==> src/rtl/proj_datapath_pkg.sv <==
// Shared opcode values and FSM state encoding for the register-file datapath.
package proj_datapath_pkg;

    localparam int unsigned OP_W = 3;

    localparam logic [OP_W-1:0] OP_LOAD = 3'd0;
    localparam logic [OP_W-1:0] OP_ADD  = 3'd1;
    localparam logic [OP_W-1:0] OP_SUB  = 3'd2;
    localparam logic [OP_W-1:0] OP_AND  = 3'd3;
    localparam logic [OP_W-1:0] OP_OR   = 3'd4;
    localparam logic [OP_W-1:0] OP_XOR  = 3'd5;
    localparam logic [OP_W-1:0] OP_NOT  = 3'd6;
    localparam logic [OP_W-1:0] OP_OUT  = 3'd7;

    typedef enum logic [1:0] {
        ST_IDLE  = 2'd0,
        ST_SHIFT = 2'd1,
        ST_EXEC  = 2'd2,
        ST_DONE  = 2'd3
    } state_t;

endpackage

==> src/rtl/proj_alu.sv <==
// Combinational 8-operation ALU; a is the destination operand, b the source
// operand (or the external load value, selected by the caller).
module proj_alu
    import proj_datapath_pkg::*;
#(
    parameter int unsigned WIDTH = 4
) (
    input  logic [WIDTH-1:0] a,
    input  logic [WIDTH-1:0] b,
    input  logic [OP_W-1:0]  op,
    output logic [WIDTH-1:0] result,
    output logic             carry
);

    logic [WIDTH:0] w_sum;

    assign w_sum = {1'b0, a} + {1'b0, b};

    // Operation select; carry is only meaningful for ADD (carry) and SUB (borrow)
    always_comb begin
        result = b;
        carry  = 1'b0;
        case (op)
            OP_LOAD: result = b;
            OP_ADD: begin
                result = w_sum[WIDTH-1:0];
                carry  = w_sum[WIDTH];
            end
            OP_SUB: begin
                result = a - b;
                carry  = (b > a);
            end
            OP_AND:  result = a & b;
            OP_OR:   result = a | b;
            OP_XOR:  result = a ^ b;
            OP_NOT:  result = ~b;
            OP_OUT:  result = b;
            default: result = b;
        endcase
    end

endmodule

==> src/rtl/proj_datapath.sv <==
// Register-file datapath: serial instruction shifter, FSM, register file,
// output accumulator and flags around a single-cycle ALU.
module proj_datapath
    import proj_datapath_pkg::*;
#(
    parameter int unsigned WIDTH = 4,
    parameter int unsigned NREGS = 4
) (
    input  logic                   clk,
    input  logic                   rst,
    input  logic                   instr_in,
    input  logic                   instr_valid,
    input  logic [WIDTH-1:0]       data_in,
    output logic                   busy,
    output logic                   done,
    output logic [NREGS*WIDTH-1:0] reg_out,
    output logic [WIDTH-1:0]       acc_out,
    output logic                   flag_z,
    output logic                   flag_c
);

    localparam int unsigned RIW  = $clog2(NREGS);
    localparam int unsigned ILEN = OP_W + 2 * RIW;
    localparam int unsigned CW   = $clog2(ILEN + 1);

    state_t           r_state;
    logic [ILEN-1:0]  r_shift;
    logic [CW-1:0]    r_count;
    logic [WIDTH-1:0] r_regs [NREGS];
    logic [WIDTH-1:0] r_acc;
    logic             r_z;
    logic             r_c;
    logic             r_busy;
    logic             r_done;

    logic [OP_W-1:0]  w_op;
    logic [RIW-1:0]   w_dst;
    logic [RIW-1:0]   w_src;
    logic             w_dst_ok;
    logic             w_src_ok;
    logic [WIDTH-1:0] w_dst_val;
    logic [WIDTH-1:0] w_src_val;
    logic [WIDTH-1:0] w_alu_b;
    logic [WIDTH-1:0] w_result;
    logic             w_carry;

    // Instruction fields, MSB-first word {op, dst, src}
    assign w_op  = r_shift[ILEN-1 -: OP_W];
    assign w_dst = r_shift[2*RIW-1 -: RIW];
    assign w_src = r_shift[RIW-1:0];

    // Out-of-range indices read as zero and suppress the write
    assign w_dst_ok  = (32'(w_dst) < NREGS);
    assign w_src_ok  = (32'(w_src) < NREGS);
    assign w_dst_val = w_dst_ok ? r_regs[w_dst] : '0;
    assign w_src_val = w_src_ok ? r_regs[w_src] : '0;
    assign w_alu_b   = (w_op == OP_LOAD) ? data_in : w_src_val;

    proj_alu #(
        .WIDTH (WIDTH)
    ) u_alu (
        .a      (w_dst_val),
        .b      (w_alu_b),
        .op     (w_op),
        .result (w_result),
        .carry  (w_carry)
    );

    // Sequencer: shift bits in, execute once, pulse done, return to idle
    always_ff @(posedge clk or negedge rst) begin
        if (!rst) begin
            r_state <= ST_IDLE;
            r_shift <= '0;
            r_count <= '0;
            r_acc   <= '0;
            r_z     <= 1'b0;
            r_c     <= 1'b0;
            r_busy  <= 1'b0;
            r_done  <= 1'b0;
            for (int i = 0; i < int'(NREGS); i++) begin
                r_regs[i] <= '0;
            end
        end else begin
            case (r_state)
                ST_IDLE: begin
                    if (instr_valid) begin
                        r_shift <= {r_shift[ILEN-2:0], instr_in};
                        r_count <= CW'(1);
                        r_busy  <= 1'b1;
                        r_state <= ST_SHIFT;
                    end
                end
                ST_SHIFT: begin
                    if (instr_valid) begin
                        r_shift <= {r_shift[ILEN-2:0], instr_in};
                        r_count <= r_count + CW'(1);
                        if (r_count == CW'(ILEN - 1)) begin
                            r_state <= ST_EXEC;
                        end
                    end
                end
                ST_EXEC: begin
                    if (w_op == OP_OUT) begin
                        r_acc <= w_result;
                    end else begin
                        if (w_dst_ok) begin
                            r_regs[w_dst] <= w_result;
                        end
                        r_z <= (w_result == '0);
                        r_c <= w_carry;
                    end
                    r_busy  <= 1'b0;
                    r_done  <= 1'b1;
                    r_state <= ST_DONE;
                end
                ST_DONE: begin
                    r_done  <= 1'b0;
                    r_state <= ST_IDLE;
                end
                default: begin
                    r_state <= ST_IDLE;
                end
            endcase
        end
    end

    // Flatten the register file for external display decoders
    for (genvar g = 0; g < int'(NREGS); g++) begin : g_flat
        assign reg_out[g*WIDTH +: WIDTH] = r_regs[g];
    end

    assign busy    = r_busy;
    assign done    = r_done;
    assign acc_out = r_acc;
    assign flag_z  = r_z;
    assign flag_c  = r_c;

endmodule

==> config.mk <==
export PLATFORM = sky130hd
export DESIGN_NAME = proj_datapath
export DESIGN_NICKNAME = d
export VERILOG_FILES = /design/src/rtl/proj_datapath_pkg.sv /design/src/rtl/proj_alu.sv /design/src/rtl/proj_datapath.sv
export SDC_FILE = /design/constraint.sdc
export NUM_CORES = 1
export LEC_CHECK = 0
export BUFFER_PORTS_ARGS = -buffer_cell sky130_fd_sc_hd__buf_2
export CAP_MARGIN = 25
export CORE_MARGIN = 2
export CORE_UTILIZATION = 25
export DETAILED_ROUTE_END_ITERATION = 10
export SYNTH_ARGS = -nofsm -noshare
export SYNTH_HDL_FRONTEND = slang
export SYNTH_SLANG_ARGS = --single-unit
==> constraint.sdc <==
create_clock -name clk -period 3.8 [get_ports clk]
set_input_delay 0.76 -clock clk [delete_from_list [all_inputs] [get_ports clk]]
set_output_delay 0.76 -clock clk [all_outputs]
set_load 0.02 [all_outputs]
======== Word level (Yosys, flattened, before mapping) ========
Index checks and enable logic that the tools add are counted.
cells by class
  add/sub/neg operators ................... 3
  $lt $le $gt $ge ......................... 4
  eq/ne operators ......................... 14
  muxes and demuxes ....................... 22
  bitwise gates (word level) .............. 7
  reduce and logical (&&, ||, !) cells .... 15
operators by type and width
  cell                                                              number
  4-bit case mux with 7 select lines                                1
  4-bit 2-to-1 mux                                                  6
  4-bit binary-select mux with 2-bit select                         2
  16-bit bitwise mux                                                1
  3-bit == test (second input constant)                             5
  4-bit demux with 2-bit select                                     1
  2-bit case mux with 4 select lines                                1
  2-bit AND reduction                                               4
  3-bit by 2-bit == test with 1-bit output (second input constant)  2
  3-bit greater-or-equal comparator (second input constant)         2
  2-bit 2-to-1 mux                                                  3
  3-bit 2-to-1 mux                                                  2
  2-bit != test (second input constant)                             3
  2-bit NOT with 3-bit output                                       2
  1-bit case mux with 2 select lines                                3
  3-bit case mux with 2 select lines                                1
  3-bit AND reduction                                               2
  2-bit nonzero test                                                3
  4-bit by 4-bit adder with 5-bit output                            1
  4-bit bitwise AND                                                 1
  2-bit == test (second input constant)                             2
  4-bit greater-than comparator                                     1
  4-bit logical NOT                                                 1
  4-bit NOT                                                         1
  other kinds (13)                                                  14
storage, ports and cells
  register bits ........................... 36
  bits of input ports ..................... 8
  output and inout bits ................... 24
  logic and storage cells ................. 77

======== Depth between registers and ports, before layout ========
  word-level depth ........................ 8
  gate-level depth with buffers ........... 11
  depth with buffers taken out ............ 10

======== Modules after synthesis ========
From an unflattened synthesis, not the netlist that was laid out.
unflattened totals
  cell total of the unflattened synthesis .. 214
  area, all modules ....................... 2408.6 um^2
by module, submodules not included
  module         times used  cells an instance  area each (um^2)  seq. area each (um^2)
  proj_datapath  1           121                1741.7            900.9
  proj_alu       1           93                 666.9             0.0

======== Worst setup path after synthesis ========
OpenSTA, ideal clock, no wires.
  path type ............................... reg2reg
  start point ............................. reg r_shift[5]
  end point ............................... reg r_acc[3], in the netlist acc_out[3]
  library setup time ...................... 0.128 ns
  data arrival time ....................... 2.912 ns
  data required time ...................... 3.672 ns
  setup slack ............................. 0.760 ns
  cell stages (with the launch flop) ...... 11
  buffers on the path ..................... 2
  period minus slack after synthesis ...... 3.040 ns
  cells stage by stage .................... dfrtp_1 -> buf_2 -> nor3_1 -> mux2i_1 -> ha_1 -> clkbuf_1 -> or3b_1 -> a311oi_1 -> nand3b_1 -> a22oi_2 -> mux2_1
between the ends
  longest elaborated chain between the ends .. 4
  elaborated cells on any way between the ends .. 18
  classes of those cells .................. add/sub: 2; eq/ne: 7; mux: 2; bitwise: 4; reduce/logical: 3
ends and longest elaborated chain
  what                                      line                                 RTL
  from (decl)                               proj_datapath.sv:27                  logic [ILEN-1:0] r_shift;
  from (signal assigned)                    proj_datapath.sv:87                  r_shift <= {r_shift[ILEN-2:0], instr_in};
  from (signal assigned)                    proj_datapath.sv:95                  r_shift <= {r_shift[ILEN-2:0], instr_in};
  3-bit logical NOT                         proj_alu.sv:23, proj_datapath.sv:57
  4-bit 2-to-1 mux                          proj_datapath.sv:57                  assign w_alu_b = (w_op == OP_LOAD) ? data_in : w_src_val;
  4-bit subtractor (tied with other cells)  proj_alu.sv:30                       result = a - b;
  4-bit case mux with 7 select lines        proj_alu.sv:23                       case (op)
  to (signal assigned)                      proj_datapath.sv:104                 r_acc <= w_result;
  to (decl)                                 proj_datapath.sv:30                  logic [WIDTH-1:0] r_acc;
Several ways; a longest one is shown, not always the timed one.
A chain may end at the register's enable or synchronous reset.

======== Final worst setup path ========
  start point ............................. reg r_shift[0]
  end point ............................... reg r_regs, in the netlist reg_out[9]
between the ends
  longest elaborated chain between the ends .. 8
  elaborated cells on any way between the ends .. 13
  classes of those cells .................. add/sub: 2; mux: 6; bitwise: 5
ends and longest elaborated chain
  what                                                    line                  RTL
  2-bit NOT with 3-bit output (not written as such) *     proj_datapath.sv:56   assign w_src_val = w_src_ok ? r_regs[w_src] : '0;
  4-bit binary-select mux with 2-bit select *             proj_datapath.sv:56
  4-bit 2-to-1 mux (not written as such) * (2 in series)  proj_datapath.sv:56
  4-bit 2-to-1 mux *                                      proj_datapath.sv:57
  4-bit subtractor (tied with other cells)                proj_alu.sv:30
  4-bit case mux with 7 select lines *                    proj_alu.sv:23
  16-bit bitwise mux *                                    proj_datapath.sv:107  r_regs[w_dst] <= w_result;
  to (signal, indexed assignment)                         proj_datapath.sv:107
  to (decl)                                               proj_datapath.sv:29   logic [WIDTH-1:0] r_regs [NREGS];
Mark *: on every way between the ends. The rest lies on a longest branch, timed or not. The select of a mux whose other input is x is not followed.

==> metrics.csv <==
stage;metric;value;unit
yosys;synth_cells;225;
yosys;ys.warnings.count;0;
clock_network;cts_setup_buffers;0;
clock_network;htree_levels;2;
clock_network;clkTransAtPathRegs;0.08;ns
route;detail_route.iter0.violations;91;
die;core_area;9590;µm²
yosys;async_flop_share;1.00;
timing;setup_ws;0.662;ns
clock_network;cts_root_buf;clkbuf_8;
timing;slew-limit-headroom;0.469;
global_routing;grt_max_degree;37;
yosys;yosys_most_used_dff;dfrtp_1;
yosys;synth_compound_area_frac;0.144;
clock_network;cts_tree;built;
yosys;synth_area_leader_cell;dfrtp_1;
layout;nFillCells;1004;
timing;finClkSkew;0.00996;ns
timing;hold_violations;0;
outcome;status;finished clean;
critical_path;end_kind;flop;
placed_design;pre_cts_ws;0.639;ns
global_routing;grt_overflow;0;
timing;rsz0062_at_grt;no;
clock_network;clockBufferDepth;2;
yosys;synth_enable_flop_cells;0;
yosys;yosysSeqAreaShare;0.370;
yosys;synth_fa_ha_area_frac;0.109;
critical_path;crit_required;3.97;ns
route;drc;0;
job;cap_violations;0;
route;wl_per_cell;13.9;µm
placed_design;place.gp.congestion;0.806;
timing;max_freq;319;MHz
timing;holdWs;0.474;ns
timing;period_needed;3.14;ns
yosys;syn_area_per_cell;10.8;µm²
placed_design;io_buffers;31;
yosys;syn_area;2430;µm²
min_path;worstHoldPathType;flop to flop;
layout;nNetsFinal;284;
route;firstDrtPassIters;4;
route;vias_per_cell;4.68;
die;initial_utilization;0.254;
layout;antenna_cells;0;
die;die_height;103;µm
timing;timing.final.crit_share;0.826;
global_routing;grt_pass1_wl;9280;µm
timing;final.setup.tns;0;ns
route;antenna_left;0;
global_routing;grt.total_usage;0.113;
yosys;synth.distinct_cells;52;
critical_path;crit_fanout;6;
yosys;synthMuxAreaShare;0.198;
yosys;yosys.area_share.simple;0.123;
timing;worst_pin_slew;0.797;ns
yosys;yosysMostFrequentCell;dfrtp_1;
critical_path;cp-start-kind;flop;
clock_network;cts_buffers;5;
clock_network;postCtsResizedCells;0;
route;finalWirelength;5410;µm
layout;final_cells;390;
timing;setup_viol;0;
placed_design;place_inst;382;
placed_design;hpwlAfterDp;4160;µm
critical_path;critPathKind;flop to flop;
yosys;synth.area.top_cells;dfrtp_1 (37%), mux2_2 (10%), ha_1 (9.3%);
route;vias;1825;
yosys;yosys-top-cells-count;dfrtp_1 (36), mux2_2 (22), nand2_1 (20), ha_1 (18), inv_1 (17);
yosys;synth_top_family_by_area;multiplexers;
clock_network;clock_latency;0.28;ns
die;boundaryPins;32;
critical_path;cp.arrival;3.31;ns
global_routing;grt_pass1_vias;1849;
layout;syn2layout_area_growth;16.7;%
die;fp.dieW;103;µm
die;dieArea;10500;µm²
clock_network;cts_sinks;36;
die;fp-row-count;36;
layout;layout-drive-gt1-share;0.307;
timing;slew_violations;0;
yosys;ys_ff_latch;36;
yosys;synth_fp_nets;253;
clock_network;cts_hold_buffers;0;
yosys;synth_xor_area_frac;0.00720;
global_routing;antenna_found_initial;0;
yosys;yosysTopAreaCellShare;0.370;
## cells by family after synthesis
group	count (synthesis)
muxes	35
xor gates and xnor gates	2
buffers and inverters	28
and+or+nand+nor	57
AOI/OAI and AO/OA	47
adders and majority gates	20
DFF	36
## layout make-up
type	count	area, µm²	share of cell area
Clock buffer	6	72.6	0.0256
Clock inverter	2	35.0	0.0123
Inverter	17	63.8	0.0225
Multi-Input combinational cell	161	1420	0.499
Sequential cell	36	901	0.317
Tap cell	133	166	0.0586
Timing Repair Buffer	35	185	0.0652
## worst paths after layout
path                             from          to  slack, ns  depth (start not counted)
setup reg to reg           r_shift[0]  reg_out[9]       0.66                          9
hold / removal             acc_out[0]  acc_out[0]       0.47                          2
max in group asynchronous         rst  r_shift[1]       2.73                          1
min in group asynchronous         rst        busy       0.56                          1
hold reg to reg            acc_out[0]  acc_out[0]       0.47                          2
setup / recovery           r_shift[0]  reg_out[9]       0.66                          9
## placed cells by master, fill, tap and decap left out, types with 5 or more instances in the layout
cell	Yosys	final
inv_1	17	17
mux2_2	22	22
mux4_2	7	7
buf_2	3	31
o21ai_0	12	12
dfrtp_1	36	36
a21oi_1	7	7
clkbuf_8	0	5
ha_1	18	18
nand2_1	20	20
nand2b_1	6	6
nor2_1	8	8
## metrics by stage
step	utilization	instance area, µm²
after CTS	0.296	2840
after floorplan	-	2430
after global placement	0.285	2730
after global routing	0.296	2840
final	0.296	2840
after detailed placement	0.285	2730
## sequential cells by signal, summed over array words and instances, names as in the netlist
register,flops
r_state,2
flag_z,1
r_shift,7
acc_out,4
reg_out,16
busy,1
done,1
r_count,3
flag_c,1
## critical path: stages (launching register included)
cell and delay (ns):
dfrtp_1 0.50, mux4_1 0.64, mux2i_1 0.24, inv_1 0.15, fa_1 0.48, nand2b_1 0.08
a21boi_0 0.08, o32ai_1 0.40, nand2_1 0.18, mux2_2 0.29
## layer usage
layer / track usage / wire [µm]
met3: 0.0217 / 172
met5: 0 / 0
met2: 0.188 / 2630
met1: 0.148 / 2520
met4: 0.0359 / 91
Power is left out: the tool's default activity adds up to more than one toggle a clock period on the data nets, which glitch-free logic cannot reach.
